--- config.mk ---
export PLATFORM = sky130hd
export DESIGN_NAME = wb_arbiter
export DESIGN_NICKNAME = d
export VERILOG_FILES = /design/src/rtl/wb_arbiter_pkg.sv /design/src/rtl/wb_fifo2.sv /design/src/rtl/wb_arbiter.sv
export SDC_FILE = /design/constraint.sdc
export NUM_CORES = 1
export LEC_CHECK = 0
export CAP_MARGIN = 0
export CORE_MARGIN = 8
export CORE_UTILIZATION = 52
export CTS_BUF_LIST = sky130_fd_sc_hd__clkbuf_4
export CTS_CLUSTER_SIZE = 14
export DETAILED_ROUTE_END_ITERATION = 10
export PLACE_DENSITY = 0.85
export RECOVER_POWER = 25
export REMOVE_ABC_BUFFERS = 1
export SYNTH_ARGS = -nofsm -noshare
export SYNTH_HDL_FRONTEND = slang
export SYNTH_HIERARCHICAL = 1
export SYNTH_SLANG_ARGS = --single-unit
export TNS_END_PERCENT = 1
--- constraint.sdc ---
create_clock -name clk -period 4 [get_ports clk]
set_clock_uncertainty 0.05 [all_clocks]
set_input_delay 0.8 -clock clk [delete_from_list [all_inputs] [get_ports clk]]
set_output_delay 0.8 -clock clk [all_outputs]
set_load 0.005 [all_outputs]
--- src/rtl/wb_arbiter_pkg.sv ---
// rtl/wb_arbiter_pkg.sv - shared widths, FIFO entry and write-source types for the writeback arbiter
package wb_arbiter_pkg;

    localparam int REG_ADDR_W    = 5;
    localparam int DATA_W        = 32;
    localparam int WB_FIFO_DEPTH = 2;

    typedef struct packed {
        logic [REG_ADDR_W-1:0] addr;
        logic [DATA_W-1:0]     data;
    } wb_entry_t;

    typedef enum logic [1:0] {
        SRC_NONE = 2'd0,
        SRC_ALU  = 2'd1,
        SRC_FIFO = 2'd2,
        SRC_LNG  = 2'd3
    } wb_src_t;

endpackage

--- src/rtl/wb_fifo2.sv ---
// rtl/wb_fifo2.sv - two-entry FIFO of pending long-latency register writes
module wb_fifo2
    import wb_arbiter_pkg::*;
(
    input  logic       clk,
    input  logic       reset,
    input  logic       push,
    input  logic       pop,
    input  wb_entry_t  push_entry,
    output wb_entry_t  head,
    output wb_entry_t  newest,
    output logic [1:0] count
);

    wb_entry_t mem [WB_FIFO_DEPTH];
    logic      rd_ptr;
    logic      wr_ptr;
    logic      push_ok;
    logic      pop_ok;

    // A push into a full FIFO is only legal when the head leaves in the same cycle.
    assign pop_ok  = pop && (count != 2'd0);
    assign push_ok = push && ((count != 2'd2) || pop_ok);

    always_ff @(posedge clk or posedge reset) begin
        if (reset) begin
            mem[0] <= '0;
            mem[1] <= '0;
            rd_ptr <= 1'b0;
            wr_ptr <= 1'b0;
            count  <= 2'd0;
        end else begin
            if (push_ok) begin
                mem[wr_ptr] <= push_entry;
                wr_ptr      <= ~wr_ptr;
            end
            if (pop_ok) begin
                rd_ptr <= ~rd_ptr;
            end
            count <= count + {1'b0, push_ok} - {1'b0, pop_ok};
        end
    end

    assign head   = mem[rd_ptr];
    assign newest = mem[~wr_ptr];

endmodule

--- src/rtl/wb_arbiter.sv ---
// rtl/wb_arbiter.sv - regfile writeback arbiter (ALU > FIFO > long), optional bypass via WB_BYPASS_EN
module wb_arbiter
    import wb_arbiter_pkg::*;
(
    input  logic                  clk,
    input  logic                  reset,
    input  logic                  alu_valid,
    input  logic [REG_ADDR_W-1:0] alu_addr,
    input  logic [DATA_W-1:0]     alu_data,
    input  logic                  lng_valid,
    output logic                  lng_ready,
    input  logic [REG_ADDR_W-1:0] lng_addr,
    input  logic [DATA_W-1:0]     lng_data,
    output logic                  w_enable,
    output logic [REG_ADDR_W-1:0] w_addr,
    output logic [DATA_W-1:0]     w_data,
    output logic                  busy,
    input  logic [REG_ADDR_W-1:0] q_addr,
    output logic                  q_hit,
    output logic [DATA_W-1:0]     q_data
);

    logic [1:0] count;
    wb_entry_t  head;
    wb_entry_t  newest;
    wb_entry_t  lng_entry;
    wb_entry_t  sel_entry;
    wb_src_t    src;
    logic       alu_sel;
    logic       lng_take;
    logic       push;
    logic       pop;

    assign lng_ready = (count != 2'd2);
    assign busy      = (count != 2'd0);
    assign lng_entry = '{addr: lng_addr, data: lng_data};

    // Address-0 writes are accepted here and then simply never selected or queued.
    always_comb begin
        src      = SRC_NONE;
        alu_sel  = alu_valid && (alu_addr != '0);
        lng_take = lng_valid && lng_ready && (lng_addr != '0);
        pop      = 1'b0;
        if (alu_sel) begin
            src = SRC_ALU;
        end else if (busy) begin
            src = SRC_FIFO;
            pop = 1'b1;
        end else if (lng_take) begin
            src = SRC_LNG;
        end
        push = lng_take && (src != SRC_LNG);
    end

    always_comb begin
        sel_entry = lng_entry;
        case (src)
            SRC_ALU:  sel_entry = '{addr: alu_addr, data: alu_data};
            SRC_FIFO: sel_entry = head;
            default:  sel_entry = lng_entry;
        endcase
    end

    wb_fifo2 u_fifo (
        .clk        (clk),
        .reset      (reset),
        .push       (push),
        .pop        (pop),
        .push_entry (lng_entry),
        .head       (head),
        .newest     (newest),
        .count      (count)
    );

    always_ff @(posedge clk or posedge reset) begin
        if (reset) begin
            w_enable <= 1'b0;
            w_addr   <= '0;
            w_data   <= '0;
        end else begin
            w_enable <= (src != SRC_NONE);
            if (src != SRC_NONE) begin
                w_addr <= sel_entry.addr;
                w_data <= sel_entry.data;
            end
        end
    end

`ifdef WB_BYPASS_EN
    // Newest pending value wins; with one entry head and newest are the same slot.
    always_comb begin
        q_hit  = 1'b0;
        q_data = '0;
        if (q_addr != '0) begin
            if ((count != 2'd0) && (newest.addr == q_addr)) begin
                q_hit  = 1'b1;
                q_data = newest.data;
            end else if ((count == 2'd2) && (head.addr == q_addr)) begin
                q_hit  = 1'b1;
                q_data = head.data;
            end else if (w_enable && (w_addr == q_addr)) begin
                q_hit  = 1'b1;
                q_data = w_data;
            end
        end
    end
`else
    logic bypass_unused;
    assign bypass_unused = ^{q_addr, newest};
    assign q_hit         = 1'b0;
    assign q_data        = '0;
`endif

endmodule

==> impl_metrics.py <==
metrics = {
    "critical_path": {
        "crit_required_ns": 4.35,
        "cpPeakStageDelay_ns": 0.61,
        "crit_slowest_cell": "or4_1",
        "critPathArrivalTime_ns": 3.40,
        "ff2ff_path_depth": 7,
        "path_max_fanout": 22,
        "worstPathCellList": "clkdlybuf4s50_1 -> or4_1 -> o21a_1 -> nor2_1 -> or3b_1 -> buf_4 -> nand3_4 -> mux2_4",
        "start_kind": "input pin",
        "path_class": "in -> reg",
        "endpoint_kind": "register",
    },
    "die": {
        "io_pins": 156,
        "die_x_um": 123,
        "num_rows": 39,
        "dieHeight_um": 123,
        "die_area_um2": 15200,
        "start_util_pct": 53.0,
        "core-area_um2": 11300,
    },
    "clock_network": {
        "cts_max_level": 4,
        "postCtsSetupBuffers": 0,
        "clock_latency_ns": 0.51,
        "cts_tree": "done",
        "clockBufferDepth": 2,
        "cts_made_buffers": 17,
        "ctsRootBufferMaster": "clkbuf_4",
        "cts_hold_buf": 0,
        "cts_sinks": 116,
        "cts_resized": 0,
        "path_clk_slew_ns": 0.10,
    },
    "status": {
        "violations": "max-capacitance violations, max-slew violations",
        "status": "complete, but fails checks",
    },
    "yosys": {
        "yosys_warnings": 6,
        "avgSynthCellArea_um2": 11.3,
        "synth_area_um2": 6000,
        "synth_cells": 529,
    },
    "routing": {
        "drc": 0,
        "antenna_left": 0,
        "wl_mm": 14.5,
        "drt_iter0_drc": 289,
        "via_count": 4413,
        "wl_per_cell_um": 18.3,
        "viasPerCell": 5.55,
        "first_pass_iters": 4,
    },
    "min_path": {
        "whs_path_depth": 1,
        "hold_path.class": "reg -> reg",
    },
    "final_layout": {
        "regArea_um2": 2900,
        "nNetsFinal": 724,
        "area_delta_synth_final_pct": 24.3,
        "multiInputGateArea_um2": 2750,
        "final_cells": 795,
        "drive_gt1_share_pct": 22.9,
        "n_antenna_cell": 0,
        "n_fill_cell": 907,
    },
    "global_routing": {
        "gr-usage-met1_pct": 23.8,
        "grt_pass1_wl_mm": 23.5,
        "grt_pass1_vias": 4730,
        "grtUsageMet2_pct": 33.0,
        "overflow": 0,
        "grt_max_degree": 69,
        "grt.busiest_layer": "met2",
        "grtUsageTotal_pct": 19.4,
        "grt_antenna_before_repair": 0,
        "use_met3_pct": 4.89,
    },
    "pwr": {
        "pwr-share-clk_pct": 17.4,
        "p_int_w": 0.00366,
        "power_density_nw_per_um2": 727,
        "p_sw_share_pct": 32.5,
        "power_frac_comb_pct": 43.1,
        "power.share.sequential_pct": 39.5,
        "p_leak_nw": 3.17,
        "vdd_drop_max_mv": 0.363,
        "p_sw_w": 0.00176,
        "total_power_w": 0.00542,
    },
    "timing": {
        "hold_violations": 0,
        "drv_slew": 95,
        "setup_tns_ns": 0,
        "max_freq_mhz": 328,
        "hold_ws_ns": 0.445,
        "period_share_pct": 76.3,
        "worst_pin_slew_ns": 2.48,
        "slew_headroom_pct": -65.9,
        "rsz0062_at_grt": "no",
        "setup_slack_ns": 0.948,
        "setup_viol": 0,
        "fin_crit_ns": 3.05,
    },
    "placement": {
        "dpl_worst_slack_ns": 0.398,
        "port_buffers": 117,
        "dpl.hpwl_mm": 9.86,
        "place.gp.congestion": 0.788,
        "dp_cells": 763,
    },
    "flow_run": {
        "cap_violations": 2,
    },
}
## cells in the final DEF, fill, tap and decap left out, drive strengths merged, types with 7 or more instances in the layout
cell	n
clkbuf	20
mux2	100
nor2	37
clkdlybuf4s50	116
o31ai	17
and3	17
inv	8
nand2	48
and2	15
o21ai	7
dfrtp	116
o2bb2ai	19
buf	14
nand4	17
conb	33
a311oi	15
## routing by layer
layer / up-vias / share of wire [%]
met1: 2184 / 43
met5: - / 0
li1: 2052 / -
met3: 24 / 6.6
met4: 0 / 1.5
met2: 153 / 49
## final timing paths
kind                            slack (ns)             from        endpoint
max in group asynchronous             1.28            reset   u_fifo/rd_ptr
worst min-delay path                  0.45       w_data[23]      w_data[23]
worst max-delay path                  0.95      alu_addr[2]   u_fifo/mem[2]
min in group asynchronous             1.20            reset       w_data[4]
worst min register to register        0.45       w_data[23]      w_data[23]
worst max register to register        1.18  u_fifo/count[1]  u_fifo/mem[16]
## metrics by stage
| stage | cell area, um^2 | util, % |
|---|---|---|
| 2_1_floorplan | 5670 | - |
| 3_3_place_gp | 7150 | 63.1 |
| 3_5_place_dp | 7150 | 63.1 |
| 4_1_cts | 7460 | 65.9 |
| 5_1_grt | 7460 | 65.9 |
| 6_report | 7460 | 65.9 |
## power groups by stage
| stage | clock [W] | sequential (W) | combinational (W) |
|---|---|---|---|
| final | 0.000942 | 0.00214 | 0.00234 |
| after detailed placement | 0 | 0.00216 | 0.00235 |
| after floorplan | 0 | 0.00206 | 0.00152 |
| after global routing | 0.00103 | 0.00221 | 0.00256 |
| after CTS | 0.000966 | 0.00214 | 0.00236 |
| after global placement | 0 | 0.00211 | 0.00226 |
## final cells by class
cell class / instances / area share [%]
Clock inverter: 12 / 2.16
Timing Repair Buffer: 131 / 17.1
Inverter: 9 / 0.470
Tap cell: 143 / 2.40
Multi-Input combinational cell: 364 / 36.9
Sequential cell: 116 / 38.9
Clock buffer: 20 / 2.01
## state kept, by name, summed over array words and instances (netlist names)
| name | flops |
|---|---|
| u_fifo/rd_ptr | 1 |
| w_enable | 1 |
| w_addr | 5 |
| u_fifo/count | 2 |
| u_fifo/mem | 74 |
| u_fifo/wr_ptr | 1 |
| w_data | 32 |
## worst max-delay path: cells and delay by family
family / cells / cell delay, ns
AND/OR/NAND/NOR: 4 / 1.33
buffers and inverters: 2 / 0.59
multiplexers: 1 / 0.44
AO/OA/AOI/OAI: 1 / 0.23
No activity file was read; power rests on OpenSTA's default activity.
